--- src/rtl/pcie_phy_pkg.sv ---
// Shared PCIe PHY definitions: K-code values, scrambler seed and ordered-set length.
// Used by the transmit scrambler and its per-symbol datapath.
package pcie_phy_pkg;

    localparam logic [7:0] COM = 8'hBC;  // K28.5
    localparam logic [7:0] SKP = 8'h1C;  // K28.0
    localparam logic [7:0] STP = 8'hFB;  // K27.7
    localparam logic [7:0] SDP = 8'h5C;  // K28.2
    localparam logic [7:0] END = 8'hFD;  // K29.7
    localparam logic [7:0] EDB = 8'hFE;  // K30.7
    localparam logic [7:0] IDL = 8'h7C;  // K28.3
    localparam logic [7:0] FTS = 8'h3C;  // K28.1
    localparam logic [7:0] EIE = 8'hFC;  // K28.7

    localparam logic [15:0] LFSR_SEED = 16'hFFFF;
    localparam int          OS_LEN    = 16;

    function automatic logic is_legal_k(input logic [7:0] sym);
        case (sym)
            8'h1C, 8'h3C, 8'h5C, 8'h7C, 8'h9C, 8'hBC,
            8'hDC, 8'hFC, 8'hF7, 8'hFB, 8'hFD, 8'hFE: return 1'b1;
            default:                                  return 1'b0;
        endcase
    endfunction

endpackage

--- src/rtl/scramble_byte.sv ---
// Combinational scrambler for one symbol: XORs D symbols with the LFSR stream
// and returns the LFSR state the next symbol in time should see.
module scramble_byte
    import pcie_phy_pkg::*;
#(
    parameter logic [15:0] SEED = LFSR_SEED
) (
    input  logic [7:0]  sym,
    input  logic        k,
    input  logic        bypass,
    input  logic [15:0] lfsr_in,
    output logic [7:0]  sym_scr,
    output logic [15:0] lfsr_out
);

    logic [15:0] lfsr;
    logic [7:0]  mask;

    always_comb begin
        lfsr = lfsr_in;
        mask = '0;
        // LSB first: use bit 15, then Galois shift with taps 3/4/5 fed from bit 15
        for (int i = 0; i < 8; i++) begin
            mask[i] = lfsr[15];
            lfsr    = {lfsr[14:0], lfsr[15]} ^ {10'd0, {3{lfsr[15]}}, 3'd0};
        end

        sym_scr = (k || bypass) ? sym : (sym ^ mask);

        if (k && sym == COM)
            lfsr_out = SEED;
        else if (k && sym == SKP)
            lfsr_out = lfsr_in;
        else
            lfsr_out = lfsr;
    end

endmodule

--- src/rtl/tx_scrambler.sv ---
// PCIe Gen1/Gen2 transmit scrambler, four symbols per clock, one cycle latency.
// Tracks COM reseed, SKP hold and the TS1/TS2 bypass window across the symbol chain.
module tx_scrambler #(
    parameter logic [15:0] LFSR_SEED = pcie_phy_pkg::LFSR_SEED,
    parameter int          OS_LEN    = pcie_phy_pkg::OS_LEN
) (
    input  logic       clk,
    input  logic       rst,
    input  logic [7:0] sym_in_1,
    input  logic [7:0] sym_in_2,
    input  logic [7:0] sym_in_3,
    input  logic [7:0] sym_in_4,
    input  logic [3:0] k_in,
    input  logic       scramble_disable,
    output logic [7:0] sym_out_1,
    output logic [7:0] sym_out_2,
    output logic [7:0] sym_out_3,
    output logic [7:0] sym_out_4,
    output logic [3:0] k_out,
    output logic       invalid_k
);

    localparam int         NSYM    = 4;
    localparam logic [3:0] OS_LAST = 4'(OS_LEN - 1);

    logic [NSYM-1:0][7:0] sym_in;
    logic [NSYM-1:0][7:0] sym_scr;

    assign sym_in = {sym_in_4, sym_in_3, sym_in_2, sym_in_1};

    logic [15:0] lfsr_q;
    logic [15:0] lfsr_1, lfsr_2, lfsr_3, lfsr_4;
    logic        os_active_q, com_seen_q, dis_q;
    logic [3:0]  os_cnt_q;

    logic            os_act, os_com, is_com, is_pkt;
    logic [3:0]      os_cnt;
    logic [NSYM-1:0] bypass, k_bad;

    // Window state walks the symbols in time order; each slot sees the state
    // left by the slot before it. os_cnt holds the OS index of the next symbol.
    always_comb begin
        os_act = os_active_q;
        os_com = com_seen_q;
        os_cnt = os_cnt_q;
        bypass = '0;
        k_bad  = '0;
        is_com = 1'b0;
        is_pkt = 1'b0;
        for (int i = 0; i < NSYM; i++) begin
            is_com    = k_in[i] && (sym_in[i] == pcie_phy_pkg::COM);
            is_pkt    = k_in[i] && (sym_in[i] == pcie_phy_pkg::STP ||
                                    sym_in[i] == pcie_phy_pkg::SDP);
            // a D symbol right after COM is the first body symbol of a TS
            bypass[i] = dis_q || os_act || (os_com && !k_in[i]);
            k_bad[i]  = k_in[i] && !pcie_phy_pkg::is_legal_k(sym_in[i]);

            if (is_com) begin
                os_act = 1'b0;
                os_com = 1'b1;
                os_cnt = 4'd1;
            end else if (os_com) begin
                os_com = 1'b0;
                if (!k_in[i]) begin
                    os_act = 1'b1;
                    os_cnt = 4'd2;
                end
            end else if (os_act) begin
                if (is_pkt || os_cnt == OS_LAST)
                    os_act = 1'b0;
                else
                    os_cnt = os_cnt + 4'd1;
            end
        end
    end

    scramble_byte #(.SEED(LFSR_SEED)) u_byte_1 (
        .sym      (sym_in[0]),
        .k        (k_in[0]),
        .bypass   (bypass[0]),
        .lfsr_in  (lfsr_q),
        .sym_scr  (sym_scr[0]),
        .lfsr_out (lfsr_1)
    );

    scramble_byte #(.SEED(LFSR_SEED)) u_byte_2 (
        .sym      (sym_in[1]),
        .k        (k_in[1]),
        .bypass   (bypass[1]),
        .lfsr_in  (lfsr_1),
        .sym_scr  (sym_scr[1]),
        .lfsr_out (lfsr_2)
    );

    scramble_byte #(.SEED(LFSR_SEED)) u_byte_3 (
        .sym      (sym_in[2]),
        .k        (k_in[2]),
        .bypass   (bypass[2]),
        .lfsr_in  (lfsr_2),
        .sym_scr  (sym_scr[2]),
        .lfsr_out (lfsr_3)
    );

    scramble_byte #(.SEED(LFSR_SEED)) u_byte_4 (
        .sym      (sym_in[3]),
        .k        (k_in[3]),
        .bypass   (bypass[3]),
        .lfsr_in  (lfsr_3),
        .sym_scr  (sym_scr[3]),
        .lfsr_out (lfsr_4)
    );

    // scramble_disable is registered so a whole input cycle sees one value
    always_ff @(posedge clk or negedge rst) begin
        if (!rst) begin
            lfsr_q      <= LFSR_SEED;
            os_active_q <= 1'b0;
            com_seen_q  <= 1'b0;
            os_cnt_q    <= 4'd0;
            dis_q       <= 1'b0;
            sym_out_1   <= 8'h00;
            sym_out_2   <= 8'h00;
            sym_out_3   <= 8'h00;
            sym_out_4   <= 8'h00;
            k_out       <= 4'h0;
            invalid_k   <= 1'b0;
        end else begin
            lfsr_q      <= lfsr_4;
            os_active_q <= os_act;
            com_seen_q  <= os_com;
            os_cnt_q    <= os_cnt;
            dis_q       <= scramble_disable;
            sym_out_1   <= sym_scr[0];
            sym_out_2   <= sym_scr[1];
            sym_out_3   <= sym_scr[2];
            sym_out_4   <= sym_scr[3];
            k_out       <= k_in;
            invalid_k   <= |k_bad;
        end
    end

endmodule
--- config.mk ---
export PLATFORM = sky130hd
export DESIGN_NAME = tx_scrambler
export DESIGN_NICKNAME = d
export VERILOG_FILES = /design/src/rtl/pcie_phy_pkg.sv /design/src/rtl/scramble_byte.sv /design/src/rtl/tx_scrambler.sv
export SDC_FILE = /design/constraint.sdc
export NUM_CORES = 1
export LEC_CHECK = 0
export CORE_AREA = 5 5 124 126
export CTS_CLUSTER_DIAMETER = 200
export DETAILED_ROUTE_END_ITERATION = 10
export DIE_AREA = 0 0 129 131
export DONT_BUFFER_PORTS = 1
export GPL_ROUTABILITY_DRIVEN = 0
export PLACE_DENSITY = 0.55
export RECOVER_POWER = 25
export SLEW_MARGIN = 20
export SYNTH_ARGS = -nofsm -noshare
export SYNTH_HDL_FRONTEND = slang
export SYNTH_SLANG_ARGS = --single-unit
--- constraint.sdc ---
create_clock -name clk -period 11.05 [get_ports clk]
set_input_delay 0.5525 -clock clk [delete_from_list [all_inputs] [get_ports clk]]
set_output_delay 0.5525 -clock clk [all_outputs]
set_load 0.02 [all_outputs]
==> results of run 1 <==
-- per-layer routing --
| layer | share of wire, % | track usage, % | vias up |
|---|---|---|---|
| met2 | 45 | 30.4 | 237 |
| li1 | - | - | 2205 |
| met4 | 2.1 | 6.49 | 0 |
| met5 | 0 | 0 | - |
| met3 | 9.1 | 5.98 | 30 |
| met1 | 44 | 27.2 | 2289 |
-- flip-flops by register name (all words and copies together) (netlist names) --
name,count
lfsr_q,16
os_active_q,1
com_seen_q,1
invalid_k,1
sym_out_1,8
os_cnt_q,4
sym_out_3,8
sym_out_2,8
k_out,4
dis_q,1
sym_out_4,8
-- critical path, stage by stage --
cell,delay [ns]
nor3b_2,0.58
nand3_1,0.68
o311ai_0,0.27
nor3_1,0.15
ha_1,0.28
o221ai_1,0.14
a21boi_0,0.21
o31a_1,0.34
nand2_1,0.08
ha_1,0.19
inv_1,0.09
o31ai_4,0.34
xnor2_1,0.18
o21ai_0,0.16
nand2b_1,0.19
ha_1,0.24
a311oi_2,0.39
nand4b_1,0.19
mux2i_1,0.16
-- repair_timing --
item / 4_1_cts / 5_1_grt
hold buffers: 1 / 0
endpoints found under the hold margin: 44 / 0
setup endpoints to repair: 0 / 0
-- final timing paths --
check	from	cells past startpoint	to
max in group asynchronous	rst	1	sym_out_3[2]
setup / recovery	sym_in_1[1]	19	os_cnt_q[3]
setup reg to reg	os_cnt_q[1]	21	os_cnt_q[3]
hold / removal	rst	0	lfsr_q[6]
min in group clk	scramble_disable	0	dis_q
hold reg to reg	lfsr_q[10]	2	sym_out_1[5]
-- stage by stage --
step                setup WS, ns  hold WS, ns  util, %  instances  instance area, µm²
global placement            5.34        0.259     37.6        776                5340
detailed placement          5.10        0.258     37.6        776                5350
global route                5.41       0.0295     40.0        793                5680
floorplan                   6.49        0.257        -        628                5250
finish                      5.84       0.0488     40.0        793                5680
CTS                         5.44       0.0334     40.1        793                5700
-- cell usage after synthesis (all sizes together), types with 5 or more instances --
cell type / n
inv: 7
or2: 5
mux2i: 12
a21oi: 27
and2: 9
nand2: 92
and3: 8
o211ai: 12
a31oi: 7
o21ai: 32
o22a: 6
o22ai: 11
a211oi: 9
nor3: 20
or3: 6
nand2b: 8
nand4: 9
xnor2: 83
xor2: 29
dfrtp: 44
nor2: 30
clkbuf: 29
nor4: 10
o31ai: 5
dfstp: 16
nand3: 23
buf: 10
-- layout make-up --
class	instances	area, µm²	share of cell area (%)
Multi-Input combinational cell	522	3550	62.5
Sequential cell	60	1520	26.8
Clock buffer	15	322	5.66
Tap cell	184	230	4.05
Timing Repair Buffer	4	26.3	0.462
Inverter	7	26.3	0.462
Clock inverter	1	6.26	0.110
-- cell families (layout without fill, tap and decap cells) --
family | Yosys count | after routing | share of synthesized area (%)
XOR/XNOR | 116 | 116 | 20.5
multiplexers | 14 | 14 | 2.72
AO/OA/AOI/OAI | 146 | 146 | 19.9
buffers and inverters | 46 | 27 | 3.67
flip-flops | 60 | 60 | 29.0
adder cells (fa/ha/maj) | 4 | 4 | 0.954
AND/OR/NAND/NOR | 242 | 242 | 23.3
==> flow_summary.yaml, run 1 <==
timing:
  tns_ns: 0
  hold_violations: 0
  max_freq_mhz: 192
  period_minus_slack_ns: 5.21
  finalClockSkew_ns: 0.0118
  fin_crit_sh_pct: 47.2
  rsz0062_at_grt: "no"
  setup_viol: 0
  worst_pin_slew_ns: 2.48
  final-max-slew-violation-count: 45
  max_slew_margin_pct: -65.6
status:
  failed_checks: "max-capacitance violations, max-slew violations"
  status: "complete, but fails checks"
finish:
  final_cell_mix: "92 x nand2_1, 83 x xnor2_1, 44 x dfrtp_1"
  syn_to_final_growth_pct: 8.30
  nFillCells: 1445
  antenna_cells: 0
  final_common_cell: "nand2_1"
  fin_nets: 647
  drive_above_1_share_pct: 9.36
drt:
  wl_per_cell_um: 20.9
  dr.pass1.iters: 5
  num_vias: 4761
  totalWireLength_mm: 16.6
  drtIter0Drc: 475
  drc: 0
  ant_nets: 0
  viasPerCell: 6.00
logic_synthesis:
  syn-num-nets: 671
  synthArstFlopShare_pct: 100
  yosysSeqAreaShare_pct: 29.0
  synthesis.area_um2: 5250
  dominantRegCellSynth: "dfrtp_1"
  synth.area.top_cells: "dfrtp_1 21%, xnor2_1 14%, dfstp_2 8.0%"
  synth.avg_cell_area_um2: 8.35
  synth_cell_types: 76
  synth_top_area_cell: "dfrtp_1"
  synth_seq_cells: 60
  ys_warn_count: 0
  synth_top_area_share_pct: 21.0
  synth_edf_count: 0
  netlist_instances: 628
cts:
  cts_tree: "yes"
  cts_setup_buffers: 0
  clkSlewWorstSetupHoldPaths_ns: 0.06
  cts_sinks: 60
  ctsResizeCount: 0
  cts_root_buf: "clkbuf_16"
  clockBufferDepth: 2
  numCtsBuffers: 9
  worst_skew_pair.late_latency_ns: 0.35
  ctsHtreeMaxLevel: 3
worst_setup_path:
  required_ns: 11.26
  end_kind: "flip-flop"
  critPathLaunchType: "input pin"
  critPathKind: "in -> reg"
  cp.arrival_ns: 5.42
  reg2reg_setup_slack_ns: 6.03
  critPathMaxFanout: 18
die:
  core_um2: 14200
  boundaryPins: 76
  dieHeight_um: 131
  die_x_um: 129
  dieArea_um2: 16900
  initial_utilization_pct: 36.9
  rows: 44
grt:
  grt_pass1_vias: 4519
  grt_pass1_wl_mm: 25.8
  grt.total_usage_pct: 20.0
  gr-total-overflow: 0
  grt_max_degree: 45
  antenna_found_initial: 0
hold_path:
  hold_class: "in -> async"
place:
  port-buffer-count: 0
  post-dp-hpwl_mm: 12.4
flow_run:
  drv_cap: 1
Power of run 1 is not shown: default switching activity piles up to over one toggle a cycle in this logic, so the estimate is an artifact.
==> inputs of run 2 (changes only) <==
- clock period: 11.05 -> 4.9 ns (I/O delays scaled with it)
==> run 2 against run 1 <==
The flow still finishes with violations (max-capacitance violations, max-slew violations). Wire length is 2.8% higher. Sequential share of layout area is 2.0 points lower. Utilization up 3.3 points. Clock skew shrank 0.0055 ns. Non-clock buffer count up 46. Worst setup slack worse by 5.7 ns. Critical path type is now reg -> reg. Largest cell class unchanged. First-iteration DRC count increased by 28%. Via count up 3.9%. Register-to-register slack worse by 5.9 ns.
==> flow_summary.yaml, run 2 (same netlist as run 1, synthesis figures left out) <==
drt:
  totalWireLength_mm: 17.1
  ant_nets: 0
  drc: 0
  viasPerCell: 5.90
  drtIter0Drc: 609
  num_vias: 4949
  wl_per_cell_um: 20.3
  dr.pass1.iters: 5
die:
  dieHeight_um: 131
  initial_utilization_pct: 36.9
  dieArea_um2: 16900
  core_um2: 14200
  rows: 44
  die_x_um: 129
  boundaryPins: 76
status:
  status: "complete, but fails checks"
  failed_checks: "max-capacitance violations, max-slew violations"
grt:
  grt_pass1_vias: 4904
  grt_max_degree: 61
  grt_pass1_wl_mm: 26.8
  antenna_found_initial: 0
  grt.total_usage_pct: 20.4
  gr-total-overflow: 0
worst_setup_path:
  critPathLaunchType: "flip-flop"
  critPathMaxFanout: 5
  critPathKind: "reg -> reg"
  slowest_delay_ns: 0.48
  path_cells: "ha_2 -> nand3_1 -> nand2_1 -> a2111oi_2 -> nor3_2 -> ha_1 -> o221a_2 -> nor4_1 -> nor3_2 -> ha_1 -> inv_1 -> o31ai_4 -> xnor2_1 -> o21ai_0 -> nand2b_1 -> ha_1 -> a311oi_4 -> nand4b_1 -> mux2i_1"
  required_ns: 5.15
  path_common_cell: "ha_1"
  r2r_cells: 19
  cp.arrival_ns: 4.99
  cp_slowest_cell: "a2111oi_2"
  reg2reg_setup_slack_ns: 0.16
  end_kind: "flip-flop"
flow_run:
  drv_cap: 1
finish:
  drive_above_1_share_pct: 11.3
  utilization_pct: 43.3
  fin_nets: 693
  largest_reg_flops: 16
  top_register: "lfsr_q"
  syn_to_final_growth_pct: 17.2
  final_cell_mix: "92 x nand2_1, 83 x xnor2_1, 43 x dfrtp_1"
  antenna_cells: 0
  nFillCells: 1440
  final_common_cell: "nand2_1"
cts:
  clkSlewWorstSetupHoldPaths_ns: 0.05
  numCtsBuffers: 9
  clockBufferDepth: 2
  worst_skew_pair.late_latency_ns: 0.34
  cts_sinks: 60
  cts_root_buf: "clkbuf_16"
  cts_tree: "yes"
  ctsHtreeMaxLevel: 3
timing:
  final-max-slew-violation-count: 61
  period_minus_slack_ns: 4.74
  finalClockSkew_ns: 0.00635
  fin_crit_sh_pct: 96.8
  max_freq_mhz: 211
  worst_pin_slew_ns: 3.28
  max_slew_margin_pct: -118
  hold_violations: 0
  setup_viol: 0
hold_path:
  hold_class: "in -> reg"
  hold_path_depth: 1
place:
  post-dp-hpwl_mm: 12.5
  port-buffer-count: 0
run 2: through the flow:
step                      cell area (µm²)  setup WS, ns  hold WS (ns)  instances  setup TNS [ns]
after floorplan                      5250         0.647       -0.0506        628               0
after global placement               5400         0.418       -0.0487        784               0
after detailed placement             5400         0.138       -0.0487        784               0
after CTS                            6100         0.106       0.00399        838               0
after global routing                 6150       -0.0428        0.0112        839         -0.0708
final                                6150         0.159       0.00680        839               0
run 2: per-layer routing:
| layer | vias to the layer above | wire length (µm) | share of wire [%] | GRT usage [%] |
|---|---|---|---|---|
| met5 | - | 0 | 0 | 0 |
| met4 | 0 | 316 | 1.9 | 5.44 |
| met3 | 38 | 1450 | 8.5 | 5.00 |
| met2 | 261 | 7560 | 44 | 31.5 |
| met1 | 2337 | 7750 | 45 | 28.5 |
| li1 | 2313 | - | - | - |
run 2: final timing paths:
kind                                   from           end
worst min-delay path            sym_in_2[6]  sym_out_2[6]
worst max-delay path            os_cnt_q[0]   os_cnt_q[3]
worst min register to register   lfsr_q[10]  sym_out_1[5]
min in group asynchronous               rst   os_cnt_q[0]
max in group asynchronous               rst   os_cnt_q[0]
worst max register to register  os_cnt_q[0]   os_cnt_q[3]
run 2: worst max-delay path: cells and delay by family (launching register included):
family                   cells  cell delay, ns
XOR/XNOR                     1            0.21
AO/OA/AOI/OAI                5            1.30
adder cells (fa/ha/maj)      4            1.02
buffers and inverters        1            0.12
multiplexers                 1            0.24
AND/OR/NAND/NOR              7            1.28
flip-flops                   1            0.45
run 2: final cells by class:
cell class                 instances  area [µm²]  share of cell area, %
clock buffer                      12         256                   4.17
multi-input combinational        522        3600                   58.6
timing repair buffer              50         464                   7.55
tap                              184         230                   3.74
sequential                        60        1520                   24.8
clock inverter                     4        47.5                  0.773
inverter                           7        26.3                  0.427
run 2: repair_timing:
item,4_1_cts,5_1_grt
buffers inserted,0,1
endpoints found under the hold margin,97,0
gates resized for setup,0,14
endpoints found under the setup margin,0,5
hold buffers,38,0
Power of run 2 is left out for the same reason.
